===== config.mk =====
export PLATFORM = sky130hd
export DESIGN_NAME = mips_multi
export DESIGN_NICKNAME = d
export VERILOG_FILES = /design/src/rtl/mips_multi_pkg.sv /design/src/rtl/mips_multi_ctrl.sv /design/src/rtl/mips_multi.sv
export SDC_FILE = /design/constraint.sdc
export NUM_CORES = 2
export LEC_CHECK = 0
export ABC_AREA = 1
export CELL_PAD_IN_SITES_DETAIL_PLACEMENT = 0
export CELL_PAD_IN_SITES_GLOBAL_PLACEMENT = 1
export CORE_MARGIN = 4
export CORE_UTILIZATION = 30
export CTS_BUF_LIST = sky130_fd_sc_hd__clkbuf_2 sky130_fd_sc_hd__clkbuf_4 sky130_fd_sc_hd__clkbuf_8
export CTS_CLUSTER_SIZE = 10
export DETAILED_ROUTE_END_ITERATION = 6
export GPL_ROUTABILITY_DRIVEN = 0
export PLACE_DENSITY = 0.64
export SLEW_MARGIN = 0
export SYNTH_ARGS = -nofsm -noshare
export SYNTH_HDL_FRONTEND = slang
export SYNTH_SLANG_ARGS = --single-unit

===== constraint.sdc =====
create_clock -name clk -period 5.1 [get_ports clk]
set_clock_uncertainty 0.1 [all_clocks]
set_input_delay 1.02 -clock clk [delete_from_list [all_inputs] [get_ports clk]]
set_output_delay 1.02 -clock clk [all_outputs]
set_load 0.02 [all_outputs]

===== src/rtl/mips_multi_pkg.sv =====
// Shared constants and types for the mips_multi multicycle core:
// opcodes, funct codes, ALU operations and FSM state encodings.
package mips_multi_pkg;

    localparam logic [5:0] OP_RTYPE = 6'b000000;
    localparam logic [5:0] OP_LW    = 6'b100011;
    localparam logic [5:0] OP_SW    = 6'b101011;
    localparam logic [5:0] OP_BEQ   = 6'b000100;
    localparam logic [5:0] OP_ADDI  = 6'b001000;
    localparam logic [5:0] OP_J     = 6'b000010;

    localparam logic [5:0] FUNCT_ADD = 6'b100000;
    localparam logic [5:0] FUNCT_SUB = 6'b100010;
    localparam logic [5:0] FUNCT_AND = 6'b100100;
    localparam logic [5:0] FUNCT_OR  = 6'b100101;
    localparam logic [5:0] FUNCT_SLT = 6'b101010;

    // ALU_ZERO covers unsupported funct codes, which must produce 0.
    typedef enum logic [2:0] {
        ALU_ADD, ALU_SUB, ALU_AND, ALU_OR, ALU_SLT, ALU_ZERO
    } alu_ctrl_e;

    localparam logic [3:0] S_FETCH   = 4'd0;
    localparam logic [3:0] S_DECODE  = 4'd1;
    localparam logic [3:0] S_MEMADR  = 4'd2;
    localparam logic [3:0] S_MEMRD   = 4'd3;
    localparam logic [3:0] S_MEMWB   = 4'd4;
    localparam logic [3:0] S_MEMWR   = 4'd5;
    localparam logic [3:0] S_EXECUTE = 4'd6;
    localparam logic [3:0] S_ALUWB   = 4'd7;
    localparam logic [3:0] S_BRANCH  = 4'd8;
    localparam logic [3:0] S_ADDIEX  = 4'd9;
    localparam logic [3:0] S_ADDIWB  = 4'd10;
    localparam logic [3:0] S_JUMP    = 4'd11;

    function automatic logic [31:0] sign_ext(input logic [15:0] imm);
        return {{16{imm[15]}}, imm};
    endfunction

endpackage


===== src/rtl/mips_multi_ctrl.sv =====
// Controller for mips_multi: decodes the current FSM state, opcode and funct
// into datapath control signals and the next FSM state.
module mips_multi_ctrl
    import mips_multi_pkg::*;
(
    input  logic [3:0]  state_i,
    input  logic [5:0]  opcode_i,
    input  logic [5:0]  funct_i,
    output logic        iord_o,
    output logic        ir_write_o,
    output logic        reg_write_o,
    output logic        reg_dst_o,
    output logic        mem_to_reg_o,
    output logic        alu_src_a_o,
    output logic [1:0]  alu_src_b_o,
    output alu_ctrl_e   alu_ctrl_o,
    output logic [1:0]  pc_src_o,
    output logic        pc_write_o,
    output logic        branch_o,
    output logic        mem_write_o,
    output logic [3:0]  state_d_o
);

    always_comb begin
        iord_o       = 1'b0;
        ir_write_o   = 1'b0;
        reg_write_o  = 1'b0;
        reg_dst_o    = 1'b0;
        mem_to_reg_o = 1'b0;
        alu_src_a_o  = 1'b0;
        alu_src_b_o  = 2'b00;
        alu_ctrl_o   = ALU_ADD;
        pc_src_o     = 2'b00;
        pc_write_o   = 1'b0;
        branch_o     = 1'b0;
        mem_write_o  = 1'b0;
        state_d_o    = S_FETCH;
        case (state_i)
            S_FETCH: begin
                ir_write_o  = 1'b1;
                alu_src_b_o = 2'b01;
                pc_write_o  = 1'b1;
                state_d_o   = S_DECODE;
            end
            S_DECODE: begin
                alu_src_b_o = 2'b11;
                case (opcode_i)
                    OP_LW, OP_SW: state_d_o = S_MEMADR;
                    OP_RTYPE:     state_d_o = S_EXECUTE;
                    OP_BEQ:       state_d_o = S_BRANCH;
                    OP_ADDI:      state_d_o = S_ADDIEX;
                    OP_J:         state_d_o = S_JUMP;
                    default:      state_d_o = S_FETCH;
                endcase
            end
            S_MEMADR: begin
                alu_src_a_o = 1'b1;
                alu_src_b_o = 2'b10;
                state_d_o   = (opcode_i == OP_LW) ? S_MEMRD : S_MEMWR;
            end
            S_MEMRD: begin
                iord_o    = 1'b1;
                state_d_o = S_MEMWB;
            end
            S_MEMWB: begin
                reg_write_o  = 1'b1;
                mem_to_reg_o = 1'b1;
            end
            S_MEMWR: begin
                iord_o      = 1'b1;
                mem_write_o = 1'b1;
            end
            S_EXECUTE: begin
                alu_src_a_o = 1'b1;
                case (funct_i)
                    FUNCT_ADD: alu_ctrl_o = ALU_ADD;
                    FUNCT_SUB: alu_ctrl_o = ALU_SUB;
                    FUNCT_AND: alu_ctrl_o = ALU_AND;
                    FUNCT_OR:  alu_ctrl_o = ALU_OR;
                    FUNCT_SLT: alu_ctrl_o = ALU_SLT;
                    default:   alu_ctrl_o = ALU_ZERO;
                endcase
                state_d_o = S_ALUWB;
            end
            S_ALUWB: begin
                reg_write_o = 1'b1;
                reg_dst_o   = 1'b1;
            end
            S_BRANCH: begin
                alu_src_a_o = 1'b1;
                alu_ctrl_o  = ALU_SUB;
                pc_src_o    = 2'b01;
                branch_o    = 1'b1;
            end
            S_ADDIEX: begin
                alu_src_a_o = 1'b1;
                alu_src_b_o = 2'b10;
                state_d_o   = S_ADDIWB;
            end
            S_ADDIWB: reg_write_o = 1'b1;
            S_JUMP: begin
                pc_src_o   = 2'b10;
                pc_write_o = 1'b1;
            end
            default: state_d_o = S_FETCH;
        endcase
    end

endmodule


===== src/rtl/mips_multi.sv =====
// Multicycle 32-bit MIPS core: architectural registers, register file, ALU
// and muxes, sequenced by mips_multi_ctrl over a single memory port.
module mips_multi
    import mips_multi_pkg::*;
#(
    parameter logic [31:0] RESET_PC = 32'h0000_0000
) (
    input  logic        clk,
    input  logic        reset,
    output logic [31:0] adr,
    output logic [31:0] writedata,
    output logic        memwrite,
    input  logic [31:0] readdata
);

    logic [31:0] pc_q, pc_d, ir_q, ir_d, mdr_q, mdr_d;
    logic [31:0] a_q, a_d, b_q, b_d, aluout_q, aluout_d;
    logic [3:0]  state_q, state_d;
    logic [31:0] rf_q [32];

    logic        iord, ir_write, reg_write, reg_dst, mem_to_reg, alu_src_a;
    logic        pc_write, branch, mem_write;
    logic [1:0]  alu_src_b, pc_src;
    alu_ctrl_e   alu_ctrl;

    logic [4:0]  rs, rt, rd, rf_wa;
    logic [31:0] imm_ext, rd1, rd2, src_a, src_b, alu_result, pc_next, rf_wd;
    logic        rf_we;

    mips_multi_ctrl u_ctrl (
        .state_i      (state_q),
        .opcode_i     (ir_q[31:26]),
        .funct_i      (ir_q[5:0]),
        .iord_o       (iord),
        .ir_write_o   (ir_write),
        .reg_write_o  (reg_write),
        .reg_dst_o    (reg_dst),
        .mem_to_reg_o (mem_to_reg),
        .alu_src_a_o  (alu_src_a),
        .alu_src_b_o  (alu_src_b),
        .alu_ctrl_o   (alu_ctrl),
        .pc_src_o     (pc_src),
        .pc_write_o   (pc_write),
        .branch_o     (branch),
        .mem_write_o  (mem_write),
        .state_d_o    (state_d)
    );

    assign rs      = ir_q[25:21];
    assign rt      = ir_q[20:16];
    assign rd      = ir_q[15:11];
    assign imm_ext = sign_ext(ir_q[15:0]);
    assign rd1     = (rs == 5'd0) ? 32'd0 : rf_q[rs];
    assign rd2     = (rt == 5'd0) ? 32'd0 : rf_q[rt];

    // Reset overrides the port immediately, whatever state the FSM was in.
    assign adr       = reset ? RESET_PC : (iord ? aluout_q : pc_q);
    assign writedata = b_q;
    assign memwrite  = mem_write & ~reset;

    always_comb begin
        src_a = alu_src_a ? a_q : pc_q;
        case (alu_src_b)
            2'b00:   src_b = b_q;
            2'b01:   src_b = 32'd4;
            2'b10:   src_b = imm_ext;
            default: src_b = {imm_ext[29:0], 2'b00};
        endcase
        case (alu_ctrl)
            ALU_ADD: alu_result = src_a + src_b;
            ALU_SUB: alu_result = src_a - src_b;
            ALU_AND: alu_result = src_a & src_b;
            ALU_OR:  alu_result = src_a | src_b;
            ALU_SLT: alu_result = {31'd0, $signed(src_a) < $signed(src_b)};
            default: alu_result = 32'd0;
        endcase
    end

    always_comb begin
        case (pc_src)
            2'b01:   pc_next = aluout_q;
            2'b10:   pc_next = {pc_q[31:28], ir_q[25:0], 2'b00};
            default: pc_next = alu_result;
        endcase
        pc_d     = (pc_write | (branch & (alu_result == 32'd0))) ? pc_next : pc_q;
        ir_d     = ir_write ? readdata : ir_q;
        mdr_d    = (state_q == S_MEMRD) ? readdata : mdr_q;
        a_d      = (state_q == S_DECODE) ? rd1 : a_q;
        b_d      = (state_q == S_DECODE) ? rd2 : b_q;
        aluout_d = alu_result;
        rf_wa    = reg_dst ? rd : rt;
        rf_wd    = mem_to_reg ? mdr_q : aluout_q;
        rf_we    = reg_write & ~reset & (rf_wa != 5'd0);
    end

    always_ff @(posedge clk) begin
        if (reset) begin
            pc_q     <= RESET_PC;
            state_q  <= S_FETCH;
            ir_q     <= 32'd0;
            mdr_q    <= 32'd0;
            a_q      <= 32'd0;
            b_q      <= 32'd0;
            aluout_q <= 32'd0;
        end else begin
            pc_q     <= pc_d;
            state_q  <= state_d;
            ir_q     <= ir_d;
            mdr_q    <= mdr_d;
            a_q      <= a_d;
            b_q      <= b_d;
            aluout_q <= aluout_d;
        end
    end

    always_ff @(posedge clk) begin
        if (rf_we) rf_q[rf_wa] <= rf_wd;
    end

endmodule


# --- Word-level counts from Yosys, hierarchy flattened ---
# Memory sizes are Yosys's and may differ from the RTL's. A register that Yosys moved wholly into a read port is not among the register bits.
# Index checks and enable logic that the tools add are counted.
# Widths: inputs -> output; s select.
word_totals:
  word_cells: 97
  mem_bits_rw: 1024
  mem_count: 1
  input_bits: 34
  ff_bits: 196
op_classes:
  add_sub_neg: 2
  n_lt_le_gt_ge: 1
  bitwise: 9
  eq_ne: 29
  n_reduce_logical: 15
  mux: 32
memory_table:
  columns: ["name", "words", "word_bits", "rd", "rd_ports_with_merged_regs", "wr", "line_no", "rtl"]
  rows:
  - ["rf_q", 32, 32, 2, 2, 1, "mips_multi.sv:19", "logic [31:0] rf_q [32];"]
op_table:
  columns: ["cell", "count"]
  rows:
  - ["$mux 32", 6]
  - ["$pmux 32 s5", 1]
  - ["$pmux 32 s3", 1]
  - ["$pmux 32 s2", 1]
  - ["$eq 6x6->1 const B", 7]
  - ["$add 32x32->32", 1]
  - ["$and 32x32->32", 1]
  - ["$logic_not 32->1", 1]
  - ["$lt 32x32->1", 1]
  - ["$or 32x32->32", 1]
  - ["$sub 32x32->32", 1]
  - ["$mux 5", 5]
  - ["$pmux 4 s6", 1]
  - ["$pmux 4 s5", 1]
  - ["$eq 4x3->1 const B", 4]
  - ["$eq 4x4->1 const B", 4]
  - ["$pmux 3 s5", 1]
  - ["$mux 1", 11]
  - ["$logic_not 5->1", 2]
  - ["$eq 4x2->1 const B", 2]
  - ["$reduce_or 2->1", 4]
  - ["$eq 3x2->1 const B", 2]
  - ["$eq 6x2->1 const B", 1]
  - ["$eq 6x3->1 const B", 1]
  - ["other kinds (21)", 27]

# --- Depth between registers and ports, before layout ---
logic_depth:
  word_depth: 11
  mapped_depth: 36

# --- Cells and area by module ---
# From an unflattened synthesis, not the netlist that was laid out.
hier_totals:
  cells_unflattened: 6827
  hier_area_um2: 64525.6
modules_own_cells:
  columns: ["module", "area_each_um2", "cells_each", "instances"]
  rows:
  - ["mips_multi", 64115.2, 6737, 1]
  - ["mips_multi_ctrl", 410.4, 90, 1]

# --- Worst setup path after synthesis ---
# OpenSTA, ideal clock, no wires.
synth_timing:
  path_type: "reg-to-reg"
  from: "register state_q[0]"
  to: "register pc_q[27]"
  setup_time_ps: 116
  stages_incl_launch_ff: 31
  slack_ps: 816
  n_path_buf: 2
  arrival_ps: 4068
  path_cell_list: "dfxtp_1 nor2_2 inv_1 nor2_1 nor2_1 inv_2 a21oi_1 inv_1 clkbuf_1 o22ai_1 ha_1 inv_1 fa_1 nand2_1 nand2_1 and2_1 nand2_1 nand3_1 nand2_1 nand3_1 nand3_1 nand3b_1 nor2_1 nand2_1 nor3_2 nand2_1 nand2_4 inv_2 buf_6 nor2_1 nor2_1"
synth_via:
  elab_chain_len: 10
  word_cells_on_any_way: 38
synth_lines:
  columns: ["item", "line_no", "rtl"]
  rows:
  - ["start, declared", "mips_multi.sv:18", "logic [3:0] state_q, state_d;"]
  - ["start signal, assigned", "mips_multi.sv:107", "state_q <= state_d;"]
  - ["$eq 4x2->1 or $eq 4x4->1 (tied branches)", "mips_multi_ctrl.sv:38", "case (state_i)"]
  - ["$reduce_or 2->1 (no source line)", null, null]
  - ["$pmux 2 s3", "mips_multi_ctrl.sv:38", null]
  - ["$eq 2x2->1, or another cell as far along", "mips_multi.sv:63", "case (alu_src_b)"]
  - ["$pmux 32 s3", "mips_multi.sv:63", null]
  - ["$sub 32x32->32, or another cell as far along", "mips_multi.sv:71", "ALU_SUB: alu_result = src_a - src_b;"]
  - ["$pmux 32 s5", "mips_multi.sv:69", "case (alu_ctrl)"]
  - ["$logic_not 32->1", "mips_multi.sv:85", "pc_d = (pc_write | (branch & (alu_result == 32'd0))) ? pc_next : pc_q;"]
  - ["$and 1x1->1", "mips_multi.sv:85", null]
  - ["$or 1x1->1", "mips_multi.sv:85", null]
  - ["end signal, assigned", "mips_multi.sv:106", "pc_q <= pc_d;"]
  - ["end, declared", "mips_multi.sv:16", "logic [31:0] pc_q, pc_d, ir_q, ir_d, mdr_q, mdr_d;"]
# Several ways; a longest one is shown, not always the timed one.
# A chain may end at the register's enable or synchronous reset.

# --- Final worst setup path ---
layout_timing:
  from: "register state_q[3]"
  to: "register pc_q[28]"
layout_via:
  elab_chain_len: 11
  word_cells_on_any_way: 40
layout_lines:
  columns: ["item", "line_no"]
  rows:
  - ["$eq 4x2->1 or $eq 4x4->1 (tied branches)", "mips_multi_ctrl.sv:38"]
  - ["$reduce_or 2->1 (no source line)", null]
  - ["$pmux 2 s3", "mips_multi_ctrl.sv:38"]
  - ["$eq 2x2->1, or another cell as far along", "mips_multi.sv:63"]
  - ["$pmux 32 s3", "mips_multi.sv:63"]
  - ["$sub 32x32->32, or another cell as far along", "mips_multi.sv:71"]
  - ["$pmux 32 s5", "mips_multi.sv:69"]
  - ["$logic_not 32->1", "mips_multi.sv:85"]
  - ["$and 1x1->1", "mips_multi.sv:85"]
  - ["$or 1x1->1", "mips_multi.sv:85"]
  - ["$reduce_and 2->1 (no source line)", null]
# Several ways; a longest one is shown, not always the timed one.

==> summary by stage <==
Yosys
Yosys printed 0 warnings. The number of unique standard cell types used by synthesis is 50. The number of instances in the synthesized netlist is 6965. The fraction of synthesis flops using an asynchronous set or reset pin is 0. The cell with the most instances after synthesis is sky130_fd_sc_hd__nand2_1. Among all flip-flop cells after synthesis, the most frequent one is sky130_fd_sc_hd__edfxtp_1. Of the post-synthesis cell area, the dominant cell type holds 0.474. Of the total synthesized cell area, the portion taken by full adders, half adders and majority gates is 0.0210. A synthesized cell averages 9.32 sq um. The simple-gate share of the synthesized area is 0.162. The main combinational cell family by area after synthesis is compound AO/OA/AOI/OAI gates.

The commonest cells after synthesis are 1491 x sky130_fd_sc_hd__nand2_1, 1024 x sky130_fd_sc_hd__edfxtp_1, 667 x sky130_fd_sc_hd__nor2_1. The compound-cell area share of the yosys netlist came to 0.174. The number of enable flip-flop cells after synthesis is 1024. The synthesized area is 64900 sq um. The share of the Yosys chip area taken by registers is 0.537. After synthesis, the cell types taking the most area are sky130_fd_sc_hd__edfxtp_1 47%, sky130_fd_sc_hd__nand2_1 8.6%, sky130_fd_sc_hd__dfxtp_1 6.4%. The portion of synthesized area spent on multiplexers is 0.0435. The biggest area contributor in the post-synthesis netlist is sky130_fd_sc_hd__edfxtp_1.

Of the total synthesized cell area, the portion taken by XOR and XNOR cells is 0.00189. The number of synthesized register bits is 1230.

Critical path
The data arrival time at the worst-slack endpoint is 5.62 ns. For the worst setup path, the data required time is 5.83 ns. The critical-path maximum fanout is 13.

On the worst path, the slowest cell contributes a delay of 0.50 ns. STA classifies the critical path startpoint as a flop. STA classifies the critical path endpoint as a flop. The slowest stage of the critical path is the sky130_fd_sc_hd__fa_1 cell. The type of the setup path with the least slack is reg -> reg. The most prevalent standard cell on the critical path is sky130_fd_sc_hd__nand2_1. The register-to-register setup slack is 0.21 ns.

Drt
The average routed wire per standard cell is 26.8 microns. The number of iterations in the first detailed-routing pass is 6. For this run, design rule violations remaining after detail routing come to 0. The count of antenna-violating nets left after detailed routing is 0. The detailed router finished its first iteration with 7062 violations. Across all layers, the routed design uses about 56k vias. After detailed routing, the number of vias per cell comes to 5.65. After detailed routing, the total wire length is 267 mm.

Timing
The share of the clock period used by the worst path after layout is 0.959. The worst slack on hold paths is 0.365 ns. Counting I/O delays and the setup requirement, the final critical path takes 4.89 ns. Setup violations remaining at the end of the flow were counted as 0. The number of pins exceeding their max-slew limit in the final report is 0.

Static timing analysis puts the maximum clock frequency at 0.204 GHz. The hold violation total from the final report came to 0. The aggregate negative setup slack is 0 ns. The measured slew at the worst slew-check pin is about 1.2 ns. The worst slew margin relative to its limit is 0.202.

Run
Across the run, the number of max-cap violations was 0.

Power
The maximum vdd ir drop is 0.709 mV. In this run the static leakage power is around 27 nW. The power density over the cells is 674 nW/um^2.

The internal portion of total power is 25.8 mW. Of the total power, the share spent switching nets is 0.488. The overall power of the completed layout is 50.4 mW.

In this run the power spent charging and discharging nets is 24.6 mW. The combinational share of power is 0.544. Of the total power, the clock network draws 0.183.

The share of total power dissipated in sequential elements is 0.273.

Floorplan
For this configuration, the core starts out at a cell density of 0.302. The chip height is 473 microns. The I/O pin count is 99.

The die covers about 220000 sq um. In this run the standard cell core region covers 215000 sq um. The die span in x is 473 microns.

Row generation in the floorplan step produced 170 rows.

Clock network
After clock tree synthesis, the clock-pin slew on the worst setup and hold paths is 0.06 ns. In this run the clock root is driven by a sky130_fd_sc_hd__clkbuf_8. The total clock buffers created by CTS is 192. The sink count of the clock tree is about 1.2k.

The H-tree generated during clock tree synthesis spans 4 levels. The number of buffers on the longest clock path is 3. The later-pin clock latency in the skew report is 0.97 ns. TritonCTS built the clock tree.

Global route
The first global-routing pass estimated 378 mm of wire. The initial antenna violation count is 11. The total overflow left after global routing is 0. The pin count of the biggest net entering global routing is about 150. The global-route total usage across every layer is 0.229. The via count of the first global-routing pass is 53.6k.

Finish
The area growth from synthesis to layout is 15.2%. The final net count is roughly 7k. The post-layout instance count excluding filler cells is 9991. The core occupancy in the finished layout is 0.348. In the final layout, the share of cells above drive strength 1 is 0.103. The number of filler instances in the final layout is 21.7k.

Status
The flow ran to the end, and the final reports show no timing, DRC or antenna violations.

Placed design
The port buffer count is 98. Summed over all nets, the half-perimeter wirelength after detailed placement is 161 mm. Counting tap cells, the placed design contains a total of 9620 instances.

Min path
The classification of the worst-slack hold path is reg -> reg.
worst max-delay path: cells and delay by family, from the launching register on:
kind / cells / cell delay (ns)
buffers and inverters: 8 / 0.98
adders and majority gates: 2 / 0.78
DFF: 1 / 0.32
AOI/OAI and AO/OA: 2 / 0.31
and+or+nand+nor: 19 / 2.27
per-stage QoR:
stage	worst slack, ns	cell area (sq um)
after floorplan	0.816	65000
after global placement	-0.232	70300
after detailed placement	-0.247	70300
after CTS	0.0226	74500
after global routing	-0.0334	74800
final	0.207	74800
state kept, by name, indices dropped and copies added, names as in the netlist, named ones only:
| signal | cells |
|---|---|
| writedata | 32 |
| ir_q | 32 |
| mdr_q | 32 |
| pc_q | 32 |
| rf_q | 1024 |
| aluout_q | 32 |
| state_q | 4 |
| a_q | 32 |
cell type report:
type | count | area (sq um) | area share
repair buffers | 330 | 3560 | 0.0476
clock inverters | 90 | 905 | 0.0121
multi-input cells | 4752 | 26700 | 0.357
flip-flops and latches | 1230 | 34900 | 0.467
diodes | 4 | 10.0 | 0.000134
clock buffers | 266 | 3290 | 0.0440
inverters | 481 | 1830 | 0.0245
well taps | 2838 | 3550 | 0.0475
path summary, 6_finish.rpt:
| kind | start | endpoint | cells after the start |
|---|---|---|---|
| worst max register to register | state_q[3] | pc_q[28] | 31 |
| worst min register to register | a_q[4] | a_q[4] | 2 |
| worst min-delay path | a_q[4] | a_q[4] | 2 |
| worst max-delay path | state_q[3] | pc_q[28] | 31 |
power groups by stage:
stage                     logic, mW  registers, mW  clock network [mW]
after floorplan                16.8           13.2                   0
after global placement         26.4           13.9                   0
after detailed placement       26.4           14.0                   0
after CTS                      26.5           13.7                9.36
after global routing           29.5           13.8                9.80
final                          27.4           13.8                9.20
what timing repair did:
action / CTS / global route
gates resized for setup: 2 / 80
setup buffers: 0 / 8
pin swaps: 1 / 2
gates cloned: 1 / 2
endpoints found under the setup margin: 32 / 32
hold buffers: 0 / 0
layer usage:
metal,global-route usage,vias up,part of all wire
met5,0,-,0.00017
met4,0.104,6,0.049
met3,0.0360,629,0.085
met2,0.369,3022,0.46
met1,0.302,27700,0.41
li1,-,25000,-
layout by cell type (no fill, tap or decap), types with 11 or more instances in the layout:
cell type / netlist / final
sky130_fd_sc_hd__clkdlybuf4s50_1: 0 / 97
sky130_fd_sc_hd__inv_1: 467 / 459
sky130_fd_sc_hd__bufinv_16: 0 / 16
sky130_fd_sc_hd__clkinv_2: 0 / 35
sky130_fd_sc_hd__ha_2: 0 / 15
sky130_fd_sc_hd__nand2_1: 1491 / 1487
sky130_fd_sc_hd__xor2_1: 11 / 11
sky130_fd_sc_hd__buf_12: 0 / 65
sky130_fd_sc_hd__a21oi_1: 425 / 414
sky130_fd_sc_hd__o221ai_1: 258 / 258
sky130_fd_sc_hd__clkbuf_4: 0 / 59
sky130_fd_sc_hd__nor2_1: 667 / 619
sky130_fd_sc_hd__buf_4: 2 / 164
sky130_fd_sc_hd__nand4_1: 33 / 33
sky130_fd_sc_hd__mux2i_1: 256 / 256
sky130_fd_sc_hd__nor2_4: 3 / 38
sky130_fd_sc_hd__o21ai_1: 6 / 21
sky130_fd_sc_hd__ha_1: 106 / 89
sky130_fd_sc_hd__edfxtp_1: 1024 / 1024
sky130_fd_sc_hd__nand3_1: 362 / 360
sky130_fd_sc_hd__nor3_1: 16 / 16
sky130_fd_sc_hd__a22oi_1: 20 / 20
sky130_fd_sc_hd__o211ai_1: 261 / 261
sky130_fd_sc_hd__mux2_2: 23 / 23
sky130_fd_sc_hd__o21ai_0: 436 / 413
sky130_fd_sc_hd__a32oi_1: 262 / 262
sky130_fd_sc_hd__o21a_1: 14 / 12
sky130_fd_sc_hd__nor2_2: 9 / 24
sky130_fd_sc_hd__clkbuf_8: 0 / 207
sky130_fd_sc_hd__conb_1: 1 / 32
sky130_fd_sc_hd__dfxtp_1: 206 / 196
sky130_fd_sc_hd__clkinv_1: 5 / 30
kinds of logic (layout without fill, tap and decap cells):
logic type,Yosys count,after routing
other,1,36
buffers and inverters,1016,1167
DFF,1230,1230
AOI/OAI and AO/OA,1707,1707
adders and majority gates,108,108
xor gates and xnor gates,14,14
and+or+nand+nor,2610,2612
muxes,279,279
(Power assumes the default switching activity.)
